<file path="src/rtl/foo_result_collector.sv">
// -----------------------------------------------------------------------------
// foo_result_collector
//
// Downstream stage of the two-lane foo array. Each cycle's lane result pair
// (x0, x1) is buffered in a DEPTH-entry FIFO when in_valid is high and the
// FIFO is not full; otherwise the pair is dropped and counted. Stored pairs are
// serialised onto one WIDTH-bit valid/ready stream, lane 0 first, then lane 1.
// A running checksum (mod 2^WIDTH) of all accepted words is maintained.
//
// Ports:
//   clk        in   sole clock, all state changes on the rising edge
//   rst        in   synchronous active-high reset, priority over all events
//   in_valid   in   x0/x1 carry a result pair this cycle
//   x0, x1     in   lane 0 / lane 1 results (WIDTH)
//   out_valid  out  out_data holds a valid word (== !empty)
//   out_ready  in   consumer accepts out_data this cycle
//   out_data   out  serialised result word (WIDTH)
//   out_lane   out  lane index of out_data
//   level      out  number of stored pairs ($clog2(DEPTH)+1 bits)
//   full       out  level == DEPTH
//   empty      out  level == 0
//   drop_count out  pairs dropped while full, saturating (CNT_W)
//   checksum   out  running sum of accepted words, mod 2^WIDTH
// -----------------------------------------------------------------------------
module foo_result_collector #(
    parameter int unsigned WIDTH = 32,
    parameter int unsigned DEPTH = 8,
    parameter int unsigned CNT_W = 16
) (
    input  logic                     clk,
    input  logic                     rst,
    input  logic                     in_valid,
    input  logic [WIDTH-1:0]         x0,
    input  logic [WIDTH-1:0]         x1,
    output logic                     out_valid,
    input  logic                     out_ready,
    output logic [WIDTH-1:0]         out_data,
    output logic                     out_lane,
    output logic [$clog2(DEPTH):0]   level,
    output logic                     full,
    output logic                     empty,
    output logic [CNT_W-1:0]         drop_count,
    output logic [WIDTH-1:0]         checksum
);

    localparam int unsigned PTR_W = $clog2(DEPTH);
    localparam int unsigned LVL_W = PTR_W + 1;

    typedef enum logic {
        LANE0 = 1'b0,
        LANE1 = 1'b1
    } phase_e;

    // Pair storage; lane arrays share the same pointers.
    logic [WIDTH-1:0] mem0_q [DEPTH];
    logic [WIDTH-1:0] mem1_q [DEPTH];

    logic [PTR_W-1:0] wr_ptr_q, wr_ptr_d;
    logic [PTR_W-1:0] rd_ptr_q, rd_ptr_d;
    logic [LVL_W-1:0] level_q, level_d;
    logic             full_q, full_d;
    logic             empty_q, empty_d;
    logic             out_valid_q, out_valid_d;
    phase_e           phase_q, phase_d;
    logic [CNT_W-1:0] drop_count_q, drop_count_d;
    logic [WIDTH-1:0] checksum_q, checksum_d;

    logic push;
    logic drop;
    logic handshake;
    logic pop;

    always_comb begin
        // Admission uses the registered full flag, so a pop in the same cycle
        // as an arriving pair never frees space for it.
        push      = in_valid && !full_q;
        drop      = in_valid && full_q;
        handshake = out_valid_q && out_ready;
        pop       = handshake && (phase_q == LANE1);

        wr_ptr_d = wr_ptr_q;
        if (push) begin
            wr_ptr_d = wr_ptr_q + PTR_W'(1);
        end

        rd_ptr_d = rd_ptr_q;
        if (pop) begin
            rd_ptr_d = rd_ptr_q + PTR_W'(1);
        end

        level_d = level_q;
        unique case ({push, pop})
            2'b10:   level_d = level_q + LVL_W'(1);
            2'b01:   level_d = level_q - LVL_W'(1);
            default: level_d = level_q;
        endcase

        phase_d = phase_q;
        if (handshake) begin
            phase_d = (phase_q == LANE0) ? LANE1 : LANE0;
        end

        drop_count_d = drop_count_q;
        if (drop && (drop_count_q != '1)) begin
            drop_count_d = drop_count_q + CNT_W'(1);
        end

        checksum_d = checksum_q;
        if (push) begin
            checksum_d = checksum_q + x0 + x1;
        end

        // Status flags are registered from the next level so they line up
        // with level_q without a decode after the flop.
        full_d      = (level_d == LVL_W'(DEPTH));
        empty_d     = (level_d == '0);
        out_valid_d = (level_d != '0);
    end

    always_ff @(posedge clk) begin
        if (rst) begin
            wr_ptr_q     <= '0;
            rd_ptr_q     <= '0;
            level_q      <= '0;
            full_q       <= 1'b0;
            empty_q      <= 1'b1;
            out_valid_q  <= 1'b0;
            phase_q      <= LANE0;
            drop_count_q <= '0;
            checksum_q   <= '0;
        end else begin
            wr_ptr_q     <= wr_ptr_d;
            rd_ptr_q     <= rd_ptr_d;
            level_q      <= level_d;
            full_q       <= full_d;
            empty_q      <= empty_d;
            out_valid_q  <= out_valid_d;
            phase_q      <= phase_d;
            drop_count_q <= drop_count_d;
            checksum_q   <= checksum_d;
        end
    end

    // Payload storage needs no reset: it is only observed while level > 0.
    always_ff @(posedge clk) begin
        if (!rst && push) begin
            mem0_q[wr_ptr_q] <= x0;
            mem1_q[wr_ptr_q] <= x1;
        end
    end

    always_comb begin
        out_valid  = out_valid_q;
        out_lane   = (phase_q == LANE1);
        out_data   = (phase_q == LANE1) ? mem1_q[rd_ptr_q] : mem0_q[rd_ptr_q];
        level      = level_q;
        full       = full_q;
        empty      = empty_q;
        drop_count = drop_count_q;
        checksum   = checksum_q;
    end

endmodule

</file>
<file path="config.mk">
export PLATFORM = sky130hd
export DESIGN_NAME = foo_result_collector
export DESIGN_NICKNAME = d
export VERILOG_FILES = /design/src/rtl/foo_result_collector.sv
export SDC_FILE = /design/constraint.sdc
export NUM_CORES = 1
export LEC_CHECK = 0
export CAP_MARGIN = 20
export CORE_MARGIN = 1
export CORE_UTILIZATION = 60
export CTS_CLUSTER_SIZE = 24
export DETAILED_ROUTE_END_ITERATION = 10
export PLACE_DENSITY = 0.81
export SYNTH_ARGS = -nofsm -noshare
export SYNTH_HDL_FRONTEND = slang
export SYNTH_SLANG_ARGS = --single-unit
</file>
<file path="constraint.sdc">
create_clock -name clk -period 18.1 [get_ports clk]
set_input_delay 3.62 -clock clk [delete_from_list [all_inputs] [get_ports clk]]
set_output_delay 3.62 -clock clk [all_outputs]
set_load 0.01 [all_outputs]
</file>
Yosys cells after proc, flatten, opt, wreduce, memory -nomap -nowiden. Memory sizes are Yosys's and may differ from the RTL's. A register that Yosys moved wholly into a read port is not among the register bits. Index checks and enable logic that the tools add are counted.

Flip-flop bits (word level): 62. Bits in writable memories: 512. Output and inout bits: 88. Logic and storage cells: 41. Memories kept: 2.

Add/sub/neg operators: 7. Equal/unequal tests: 4. Multiplexer cells: 9. Reductions and logical operators: 10.

Memory list: mem0_q (words 8, bits a word 32, rd ports 1, clocked after Yosys merged registers in 1, wr ports 1, line 55) `logic [WIDTH-1:0] mem0_q [DEPTH];`; mem1_q (words 8, bits a word 32, rd ports 1, clocked after Yosys merged registers in 1, wr ports 1, line 56) `logic [WIDTH-1:0] mem1_q [DEPTH];`.

Operator list (count): $add A32 B32 Y32 (2); $mux W32 (1); $add A16 B1 Y16 const B (1); $ne A16 B16 Y1 const B (1); $mux W3 (4); $pmux W4 S2 (1); $add A3 B1 Y3 const B (2); $logic_and A1 B1 Y1 (6); $add A4 B1 Y4 const B (1); $eq A4 B4 Y1 const B (1); $logic_not A4 Y1 (1); $reduce_bool A4 Y1 (1); $sub A4 B1 Y4 const B (1); $mux W1 (3); $eq A2 B1 Y1 const B (1); $eq A2 B2 Y1 const B (1); $logic_not A1 Y1 (2).

Logic depth before layout (Yosys ltp). Gate-level depths: netlist (run 1).

Depth after elaboration: 5. Depth in mapped cells: 15. Mapped depth without buffers: 14.

Least setup slack after synthesis (run 1). OpenSTA, ideal clock, no wires.

Path type: input to register. Start point: in in_valid. End point: mem mem0_q[5][0], enable pin. Library setup time: 0.667 ns. Arrival: 10.677 ns. Data required time: 17.433 ns. Slack: 6.756 ns. Stages: 4. Cells stage by stage: nor2b_1 -> clkbuf_1 -> nand2_1 -> nor4b_1.

Word-level cells in the longest chain between the ends: 4.

Ends and longest elaborated chain: from (decl) (line 32) `input logic in_valid,`; $logic_and A1 B1 Y1 (line 76) `push = in_valid && !full_q;`; $logic_and A1 B1 Y1 (line 146) `if (!rst && push) begin`; $mux W1 (line 146); $mux W1 (implied by the code) (line 147) `mem0_q[wr_ptr_q] <= x0;`; to (decl) (line 55).

Every way passes these cells.

==> implementation parameters, run 1 <==
Parameter                              Value

Timing
  RSZ-0062 raised after global routing    false
  Shortest clock period the worst path allows after layout    between 7 and 8 ns
  Final number of setup-violating endpoints    0
  Final hold viol count    0
  Final total negative setup slack    0 ns
  Fin crit share    between 40 and 50%
  Relative max-transition margin    ~30%
  Peak clock frequency supported by timing    131 MHz
  Clock Skews    0.0261 ns
  Final worst-path setup slack    10.49 ns
  Final number of max-transition violations    0
  Slew at the pin with the worst max-slew slack    1.04 ns

Yosys
  Syn Area/Cell    19.0 um^2
  Largest area contributor in the synthesized netlist    sky130_fd_sc_hd__edfxtp_1
  Fraction of synthesis flops using an asynchronous set or reset pin    0%
  Number of instances in the synthesized netlist    1,264
  Post-synth cell types    63
  Number of synthesized flops with an enable pin    slightly above 500
  Synthesized flop and latch total    577
  Number of nets produced by synthesis    1,401
  Number of warning messages in the yosys log    0
  Area contributors post-synth    sky130_fd_sc_hd__edfxtp_1, sky130_fd_sc_hd__mux4_2, sky130_fd_sc_hd__dfxtp_1
  Area share of the leading cell type in the synthesized netlist    64.1%
  Area of the mapped netlist    around 24,000 um^2
  Synth Flop Type    sky130_fd_sc_hd__edfxtp_1
  Share of the yosys chip area belonging to registers    69.5%

Global route
  Overall Global Routing Usage    26.3%
  Maximum number of pins on one net before global-route repair    90
  Vias in the first global route    between 10,000 and 15,000
  Wire length of the first global-routing pass    slightly below 80,000 um
  Number of antenna violations at the first check in global routing    0
  Total overflow reported by the global router    0

Run
  Maxcap violations    0

Floorplan
  Die H    202 um
  Number of I/O pins    approximately 160
  Placeable core region    39,000 um^2
  Die Width    202 um
  Area of the die    just over 40,000 um^2
  Effective utilization at floorplan    61.5%
  Number of rows created at floorplan    72

CTS
  Post-cts sizing count    0
  Root buf cell    sky130_fd_sc_hd__clkbuf_16
  Post-CTS setup buffers    0
  Number of H-tree levels    2
  Number of buffers inserted during clock tree synthesis    53
  CTS tree    built
  Number of hold-repair buffers added at the cts stage    0
  Number of clock sinks    577
  Clock latency at the later pin of the worst-skew pair    0.60 ns
  Clock transition at the registers of the reported paths    approximately 0.070 ns
  Clk buf depth    3

Power
  LEAKAGE    8.99 nW
  Maximum vdd drop    0.0936 mV
  Power per standard cell area    ~120 nW/um^2

Run status
  Outcome    completed

Setup path
  Critical Path End    out_data[16]
  Critical path data required time    14.48 ns
  Critical path peak fanout    66
  Stage delay of the slowest cell on the critical path    1.03 ns
  Nature of the critical path endpoint    output pin
  Cell count of the worst reg-to-reg path    6
  Worst path most repeated cell    sky130_fd_sc_hd__mux4_2
  Worst Setup Path Type    reg2out
  Reg2Reg Launch Point    full$_SDFF_PP0_
  R2R setup slack    14.43 ns
  Worst EP arrival    between 3 and 4 ns
  R2r endpoint    mem0_q[1][11]$_DFFE_PP_
  Chain of cells forming the critical path    buf_4 > mux4_2 > mux4_2 > clkdlybuf4s50_1
  Critical-path cell with the highest stage delay    sky130_fd_sc_hd__dfxtp_4
  Element type at the critical path start    flop

Route
  Average wire per cell in the routed design    25.8 um
  Average vias per placed instance    6.35
  Total routed wirelength    approximately 52,000 um
  Number of nets still failing antenna checks after routing    0
  Count of TritonRoute iterations in the first routing pass    5
  Number of vias in the routed layout    12,700
  Violation count after the first detailed-routing iteration    1,141
  DRC violations left    0

Min path
  Worst min-delay path category    reg2reg
  Hold Crit Depth    2

Place
  Pre-CTS setup slack    approximately 11 ns
  Sum of net half-perimeters after detailed placement    a little under 30,000 um
  I/O Buffers    155
  Number of cells after detailed placement    1,900
  Routability-driven placement congestion ratio    0.871

Cells and area
  Share of the core filled with cells    between 70% and 80%
  Post-Layout Cell Count    1,995
  Nets@finish    1,574
  Share of final-layout standard cells stronger than drive strength 1    19.0%
  Number of antenna cells inserted    0
  Area added between synthesis and finish    16.3%
==> metrics by stage <==
step	hold slack [ns]	instance area, um^2	power (mW)
finish	0.483	27900	3.35
global route	0.520	27900	3.49
floorplan	0.485	24000	2.02
global placement	0.469	26200	2.25
detailed placement	0.477	26200	2.27
CTS	0.487	27900	3.37
==> placed cells by master (no fill, tap or decap), types with 17 or more instances in the layout <==
| cell | instances |
|---|---|
| sky130_fd_sc_hd__a21o_1 | 18 |
| sky130_fd_sc_hd__a21oi_1 | 48 |
| sky130_fd_sc_hd__buf_4 | 20 |
| sky130_fd_sc_hd__clkbuf_1 | 17 |
| sky130_fd_sc_hd__clkbuf_16 | 55 |
| sky130_fd_sc_hd__clkdlybuf4s50_1 | 154 |
| sky130_fd_sc_hd__dfxtp_1 | 61 |
| sky130_fd_sc_hd__edfxtp_1 | 512 |
| sky130_fd_sc_hd__fa_1 | 33 |
| sky130_fd_sc_hd__ha_1 | 36 |
| sky130_fd_sc_hd__mux4_2 | 160 |
| sky130_fd_sc_hd__nand2_1 | 73 |
| sky130_fd_sc_hd__nand3_1 | 17 |
| sky130_fd_sc_hd__nor2_1 | 54 |
| sky130_fd_sc_hd__xnor2_1 | 23 |
| sky130_fd_sc_hd__xor2_1 | 21 |
==> layout make-up <==
cell class / instances / area, um^2
Clock inverter: 14 / 145
Clock buffer: 81 / 1560
Timing Repair Buffer: 176 / 1720
Fill cell: 2351 / 11100
Multi-Input combinational cell: 616 / 7090
Inverter: 13 / 48.8
Sequential cell: 577 / 16700
Tap cell: 518 / 648
==> per-layer routing <==
| layer | up-vias | global-route usage, % | wire, um |
|---|---|---|---|
| met1 | 6589 | 35.6 | 20400 |
| met2 | 525 | 43.9 | 26100 |
| met4 | 0 | 7.68 | 1320 |
| met5 | - | 0 | 0 |
| met3 | 94 | 5.08 | 3690 |
| li1 | 5452 | - | - |
==> power by group <==
part | internal (mW) | switching [mW]
clock network | 0.635 | 0.465
registers | 1.50 | 0.0466
logic | 0.325 | 0.384
==> cell usage after synthesis (all sizes together), types with 5 or more instances <==
cell type / number
nand2: 73
o21ai: 18
xnor2: 23
a31oi: 7
inv: 12
and3: 6
a21o: 18
buf: 15
nand4: 7
a211oi: 5
edfxtp: 512
nand3: 18
xor2: 21
o21bai: 5
nor3: 12
dfxtp: 65
nor2b: 8
mux4: 160
or3: 5
fa: 33
o211ai: 8
a21oi: 49
clkbuf: 43
ha: 36
nor2: 55
==> cells by family after synthesis <==
| logic type | after synthesis | synth area share [%] |
|---|---|---|
| adder cells (fa/ha/maj) | 69 | 4.63 |
| flip-flops | 577 | 69.5 |
| AO/OA/AOI/OAI | 130 | 3.75 |
| buffers and inverters | 71 | 1.12 |
| AND/OR/NAND/NOR | 208 | 4.10 |
| multiplexers | 165 | 15.3 |
| XOR/XNOR | 44 | 1.61 |
==> registers in the layout, summed over array words and instances, names as in the netlist, 3 cells and up, named ones only <==
signal / count
level: 4
checksum: 32
wr_ptr_q: 3
rd_ptr_q: 3
mem0_q: 256
mem1_q: 256
drop_count: 16
==> how the worst min path moves through the flow <==
stage	from	end	slack, ns
2_1_floorplan	rd_ptr_q[2]$_SDFFE_PP0N_	flop	0.48
3_3_place_gp	checksum[6]$_SDFFE_PP0N_	checksum[6]$_SDFFE_PP0N_	0.47
3_5_place_dp	checksum[13]$_SDFFE_PP0N_	checksum[13]$_SDFFE_PP0N_	0.48
4_1_cts	checksum[13]$_SDFFE_PP0N_	checksum[13]$_SDFFE_PP0N_	0.49
5_1_grt	checksum[13]$_SDFFE_PP0N_	checksum[13]$_SDFFE_PP0N_	0.52
6_report	checksum[13]$_SDFFE_PP0N_	checksum[13]$_SDFFE_PP0N_	0.48
==> critical path, delay by kind of cell, from the launching register on <==
| kind | cells | cell delay, ns |
|---|---|---|
| flip-flops | 1 | 1.03 |
| buffers and inverters | 2 | 1.32 |
| multiplexers | 2 | 0.95 |
Note: power is estimated with default switching activity, not from simulation.
==> run 2, diff against run 1 <==
--- a/config.mk
+++ b/config.mk
@@ -7,10 +7,10 @@
 export LEC_CHECK = 0
 export CAP_MARGIN = 20
 export CORE_MARGIN = 1
-export CORE_UTILIZATION = 60
+export CORE_UTILIZATION = 53
 export CTS_CLUSTER_SIZE = 24
 export DETAILED_ROUTE_END_ITERATION = 10
-export PLACE_DENSITY = 0.81
+export PLACE_DENSITY = 0.75
 export SYNTH_ARGS = -nofsm -noshare
 export SYNTH_HDL_FRONTEND = slang
 export SYNTH_SLANG_ARGS = --single-unit
==> constraint.sdc (replaced) <==
create_clock -name clk -period 6.13 [get_ports clk]
set_input_delay 1.226 -clock clk [delete_from_list [all_inputs] [get_ports clk]]
set_output_delay 1.226 -clock clk [all_outputs]
set_load 0.01 [all_outputs]
==> implementation parameters, run 2 (synthesized netlist as in run 1, its figures left out) <==
Parameter                              Value

Timing
  RSZ-0062 raised after global routing    false
  Smallest hold slack    0.484 ns (+0.000315 ns)
  Final number of setup-violating endpoints    0 (unchanged)
  Final number of max-transition violations    0 (unchanged)
  Fin crit share    between 70% and 80%
  Slew at the pin with the worst max-slew slack    1.11 ns (+0.0672 ns)
  Peak clock frequency supported by timing    208 MHz
  Final total negative setup slack    0 ns (unchanged)
  Shortest clock period the worst path allows after layout    4.80 ns
  Relative max-transition margin    26.3% (-4.5 points)
  Final hold viol count    0 (unchanged)
  Clock Skews    0.0215 ns (-0.00460 ns)

Cells and area
  Area added between synthesis and finish    17.8%
  Most frequent cells in the layout    sky130_fd_sc_hd__edfxtp_1, sky130_fd_sc_hd__mux4_2, sky130_fd_sc_hd__clkdlybuf4s50_1
  Number of antenna cells inserted    0 (unchanged)
  Commonest non-fill, non-tap cell in the layout    sky130_fd_sc_hd__edfxtp_1
  Share of final-layout standard cells stronger than drive strength 1    19.7% (+0.65 points)
  Share of the core filled with cells    63.6% (-7.9 points)
  Nets@finish    1,578 (+0.25%)
  Post-Layout Cell Count    2,081 (+4.3%)

CTS
  Clock latency at the later pin of the worst-skew pair    0.60 ns (about the same)
  Number of buffers inserted during clock tree synthesis    56 (+5.7%)
  Clk buf depth    3 (unchanged)
  Number of hold-repair buffers added at the cts stage    0 (unchanged)
  Post-cts sizing count    0 (unchanged)
  Root buf cell    sky130_fd_sc_hd__clkbuf_16
  Number of H-tree levels    2 (unchanged)
  Post-CTS setup buffers    0 (unchanged)
  Clock transition at the registers of the reported paths    0.06 ns (about the same)
  CTS tree    built
  Number of clock sinks    577 (unchanged)

Setup path
  Cell count of the worst reg-to-reg path    12 (+6)
  Worst EP arrival    3.57 ns (-0.42 ns)
  Critical path data required time    4.90 ns (-9.58 ns)
  R2r endpoint    checksum[31]$_SDFFE_PP0N_
  Reg2Reg Launch Point    checksum[1]$_SDFFE_PP0N_
  Worst Setup Path Type    reg2out
  R2R setup slack    2.54 ns (-11.89 ns)
  Element type at the critical path start    flop
  Nature of the critical path endpoint    output pin
  Critical path peak fanout    39 (-41%)

Global route
  Wire length of the first global-routing pass    79,100 um (-0.22%)
  Met1 demand-to-capacity share in global routing    31.8% (-3.8 points)
  Met3 track demand over resource    4.40% (-0.68 points)
  Vias in the first global route    13,100 (-0.92%)
  Total overflow reported by the global router    0 (unchanged)
  Met2 track demand over resource in global routing    37.2% (-6.7 points)
  Maximum number of pins on one net before global-route repair    97 (+7.8%)
  Routing layer with the top usage in global route    met2
  Overall Global Routing Usage    22.8% (-3.5 points)
  Number of antenna violations at the first check in global routing    2 (+2)

Power
  LEAKAGE    9.09 nW (+1.1%)
  Power per standard cell area    360 nW/um^2 (+200%)
  Overall power consumption    10.2 mW (+200%)
  Maximum vdd drop    0.216 mV (+130%)

Run status
  Outcome    completed

Floorplan
  Die H    215 um (+6.3%)
  Number of rows created at floorplan    77 (+6.9%)
  Placeable core region    44,400 um^2 (+14%)
  Area of the die    46,100 um^2 (+13%)
  Number of I/O pins    156 (unchanged)
  Effective utilization at floorplan    54.0% (-7.5 points)
  Die Width    215 um (+6.3%)

Route
  Total routed wirelength    51,200 um (-0.60%)
  Average vias per placed instance    6.03 (-5.0%)
  Number of vias in the routed layout    12,500 (-0.88%)
  DRC violations left    0 (unchanged)
  Average wire per cell in the routed design    24.6 um (-4.7%)
  Count of TritonRoute iterations in the first routing pass    5 (unchanged)
  Number of nets still failing antenna checks after routing    0 (unchanged)
  Violation count after the first detailed-routing iteration    1,227 (+7.5%)

Place
  I/O Buffers    155 (unchanged)
  Routability-driven placement congestion ratio    0.832 (-4.5%)
  Number of cells after detailed placement    1,975 (+3.9%)
  Sum of net half-perimeters after detailed placement    30,000 um (+1.4%)

Min path
  Hold Crit Depth    2 (unchanged)
  Worst hold start    checksum[16]$_SDFFE_PP0N_
  Worst min-delay path category    reg2reg
  Worst Hold Endpoint    checksum[16]$_SDFFE_PP0N_

Run
  Maxcap violations    0 (unchanged)
run 2: changes by cell type in the layout (fill, tap and decap cells not counted), sizes merged:
cell	previous run	this run
clkinvlp	1	3
buf	22	23
bufinv	3	8
clkinv	10	22
inv	13	14
clkbuf	81	72
run 2: final cells by class:
cell class	count	area, um^2
flip-flops and latches	577	16700
fillers	3021	16200
inverters	13	48.8
clock inverters	34	384
clock buffers	72	1510
repair buffers	177	1760
well taps	592	741
multi-input cells	616	7110
run 2: power breakdown:
group          internal [mW]  switching (mW)  leakage (nW)  total [mW]
clock                   2.08            1.45         0.922        3.53
combinational          0.955            1.12          3.01        2.07
sequential              4.42           0.147          5.16        4.57
total                   7.46            2.71          9.09        10.2
run 2: worst max path at each step:
stage,endpoint,cells after the start,from
CTS,out_data[2],4,flop
global placement,checksum[31]$_SDFFE_PP0N_,13,x1[1]
floorplan,mem0_q[5][0]$_DFFE_PP_,4,in_valid
finish,out_data[2],4,flop
global route,out_data[2],4,flop
detailed placement,checksum[31]$_SDFFE_PP0N_,13,x1[1]
run 2: metal layers:
layer | wire [um] | part of all wire (%)
met3 | 3550 | 6.9
met2 | 25300 | 49
met5 | 25 | 0.049
met1 | 21300 | 42
met4 | 1050 | 2.1
run 2: critical path, cell delays in order (launching register included):
cell	delay [ns]
sky130_fd_sc_hd__dfxtp_4	0.89
sky130_fd_sc_hd__buf_4	0.46
sky130_fd_sc_hd__mux4_2	0.57
sky130_fd_sc_hd__mux4_2	0.51
sky130_fd_sc_hd__clkdlybuf4s50_1	0.50
run 2: through the flow:
stage	setup WS (ns)	instance area, um^2
floorplan	-2.82	24000
global placement	1.11	26300
detailed placement	0.978	26300
CTS	1.22	28200
global route	1.14	28200
finish	1.33	28200
==> run 3, diff against run 2 <==
==> constraint.sdc (replaced) <==
create_clock -name clk -period 4 [get_ports clk]
set_input_delay 0.8 -clock clk [delete_from_list [all_inputs] [get_ports clk]]
set_output_delay 0.8 -clock clk [all_outputs]
set_load 0.01 [all_outputs]
==> implementation parameters, run 3 (synthesized netlist as in run 1, its figures left out) <==
Parameter                              Value

Power
  Power spent charging and discharging nets    4.26 mW (+57%)
  Share of total power in the clock network    33.7% (-1.1 points)
  Power per standard cell area    551 nW/um^2 (+53%)
  Overall power consumption    16.0 mW (+58%)
  Switching Fraction    26.6% (-0.11 points)
  Sequential Power Share    43.5% (-1.4 points)
  Part of the power in combinational logic    22.7% (+2.3 points)
  Int Pwr    11.8 mW (+58%)
  LEAKAGE    9.58 nW (+5.3%)
  Maximum vdd drop    0.287 mV (+33%)

Setup path
  Reg2Reg Launch Point    checksum[1]$_SDFFE_PP0N_
  Element type at the critical path start    flop
  Worst Setup Path Type    reg2out
  Cell count of the worst reg-to-reg path    12 (unchanged)
  R2r endpoint    checksum[31]$_SDFFE_PP0N_
  Critical path data required time    3.20 ns (-1.70 ns)
  Worst EP arrival    3.02 ns (-0.55 ns)
  Nature of the critical path endpoint    output pin
  R2R setup slack    0.59 ns (-1.95 ns)
  Critical path peak fanout    34 (-13%)

Min path
  Worst Hold Endpoint    checksum[13]$_SDFFE_PP0N_
  Worst min-delay path category    reg2reg
  Hold Crit Depth    2 (unchanged)
  Worst hold start    checksum[13]$_SDFFE_PP0N_

Timing
  Slew at the pin with the worst max-slew slack    0.739 ns (-0.367 ns)
  Relative max-transition margin    50.8% (+24 points)
  Final worst-path setup slack    0.178 ns (-1.16 ns)
  Peak clock frequency supported by timing    262 MHz
  Final number of setup-violating endpoints    0 (unchanged)
  RSZ-0062 raised after global routing    false
  Final hold viol count    0 (unchanged)
  Clock Skews    0.0164 ns (-0.00501 ns)
  Fin crit share    between 90 and 100%
  Final number of max-transition violations    0 (unchanged)
  Shortest clock period the worst path allows after layout    3.82 ns

Global route
  Number of antenna violations at the first check in global routing    0 (-2)
  Vias in the first global route    13,200 (+1.4%)
  Maximum number of pins on one net before global-route repair    83 (-14%)
  Overall Global Routing Usage    23.0% (+0.21 points)
  Wire length of the first global-routing pass    79,300 um (+0.28%)
  Total overflow reported by the global router    0 (unchanged)

Route
  Violation count after the first detailed-routing iteration    1,031 (-16%)
  DRC violations left    0 (unchanged)
  Number of nets still failing antenna checks after routing    0 (unchanged)
  Count of TritonRoute iterations in the first routing pass    7 (+2)
  Total routed wirelength    51,700 um (+0.97%)
  Average vias per placed instance    5.89 (-2.3%)
  Number of vias in the routed layout    12,800 (+1.9%)
  Average wire per cell in the routed design    23.8 um (-3.2%)

Place
  Dpl cell area    27,200 um^2 (+3.1%)
  I/O Buffers    155 (unchanged)
  Routability-driven placement congestion ratio    0.817 (-1.8%)
  Pre-CTS setup slack    -0.511 ns (-1.49 ns)
  Sum of net half-perimeters after detailed placement    30,600 um (+2.1%)

CTS
  Number of buffers inserted during clock tree synthesis    54 (-3.6%)
  Number of hold-repair buffers added at the cts stage    0 (unchanged)
  CTS tree    built
  Number of clock sinks    577 (unchanged)
  Clock latency at the later pin of the worst-skew pair    0.60 ns (about the same)
  Root buf cell    sky130_fd_sc_hd__clkbuf_16
  Clk buf depth    3 (unchanged)
  Number of H-tree levels    2 (unchanged)
  Clock transition at the registers of the reported paths    0.07 ns (about the same)

Floorplan
  Die H    215 um (unchanged)
  Effective utilization at floorplan    54.0% (unchanged)
  Die Width    215 um (unchanged)
  Area of the die    46,100 um^2 (unchanged)
  Placeable core region    44,400 um^2 (unchanged)
  Number of I/O pins    156 (unchanged)
  Number of rows created at floorplan    77 (unchanged)

Cells and area
  Nets@finish    1,670 (+5.8%)
  Area added between synthesis and finish    21.3%
  Reg area    16,700 um^2 (unchanged)
  Number of antenna cells inserted    0 (unchanged)
  Most frequent cells in the layout    sky130_fd_sc_hd__edfxtp_1, sky130_fd_sc_hd__mux4_2, sky130_fd_sc_hd__clkdlybuf4s50_1
  Commonest non-fill, non-tap cell in the layout    sky130_fd_sc_hd__edfxtp_1
  Multi-input combinational cell area    7150 um^2 (+0.62%)
  Design Area, Final    29,100 um^2 (+3.0%)
  Total of fill cells in the finished design    2,933 (-2.9%)
  Share of final-layout standard cells stronger than drive strength 1    24.8% (+5.1 points)

Run
  Maxcap violations    0 (unchanged)

Run status
  Outcome    completed
-- run 3: per-stage QoR --
stage,hold WS (ns),std cells,TNS (ns),util [%]
after global routing,0.504,2171,0,65.5
after detailed placement,0.476,2065,-4.01,61.2
final,0.478,2171,0,65.5
after global placement,0.469,2065,-2.90,61.2
after floorplan,0.485,1264,-284.16,-
after CTS,0.481,2170,0,65.5
-- run 3: how the worst max path moves through the flow --
stage	start	endpoint	cells after the start
finish	flop	out_data[30]	4
global route	flop	out_data[30]	4
CTS	x1[1]	checksum[31]$_SDFFE_PP0N_	13
detailed placement	x1[1]	checksum[31]$_SDFFE_PP0N_	13
global placement	x0[1]	checksum[31]$_SDFFE_PP0N_	13
floorplan	rst	mem0_q[6][0]$_DFFE_PP_	3
-- run 3: cell type report --
type	instances	share of cell area (%)
Timing Repair Buffer	271	8.83
Clock inverter	41	1.56
Tap cell	592	2.55
Sequential cell	577	57.4
Multi-Input combinational cell	616	24.6
Clock buffer	61	4.96
Inverter	13	0.168
-- run 3: layer usage --
layer  share of wire [%]  up-vias  GRT usage (%)
li1                    -     5655              -
met1                  41     6623           31.6
met2                  50      430           38.4
met3                 6.2       81           3.58
met4                 2.4        0           7.14
met5                   0        -              0
-- run 3: power by group through the flow --
stage / Clock (mW) / Sequential, mW / Combinational [mW]
detailed placement: 0 / 7.10 / 3.59
global route: 5.71 / 6.99 / 3.99
global placement: 0 / 7.10 / 3.54
CTS: 5.50 / 6.98 / 3.64
finish: 5.40 / 6.98 / 3.64
floorplan: 0 / 7.09 / 2.07
-- run 3: critical path, cell delays in order (launching register included) --
cell                              delay (ns)
sky130_fd_sc_hd__dfxtp_4                0.50
sky130_fd_sc_hd__buf_12                 0.32
sky130_fd_sc_hd__mux4_2                 0.56
sky130_fd_sc_hd__mux4_2                 0.52
sky130_fd_sc_hd__clkdlybuf4s50_1        0.51
-- run 3: repair_timing --
item,4_1_cts,5_1_grt
endpoints found under the setup margin,2,4
pin swaps,0,1
gates resized for setup,0,1
setup buffers,3,1
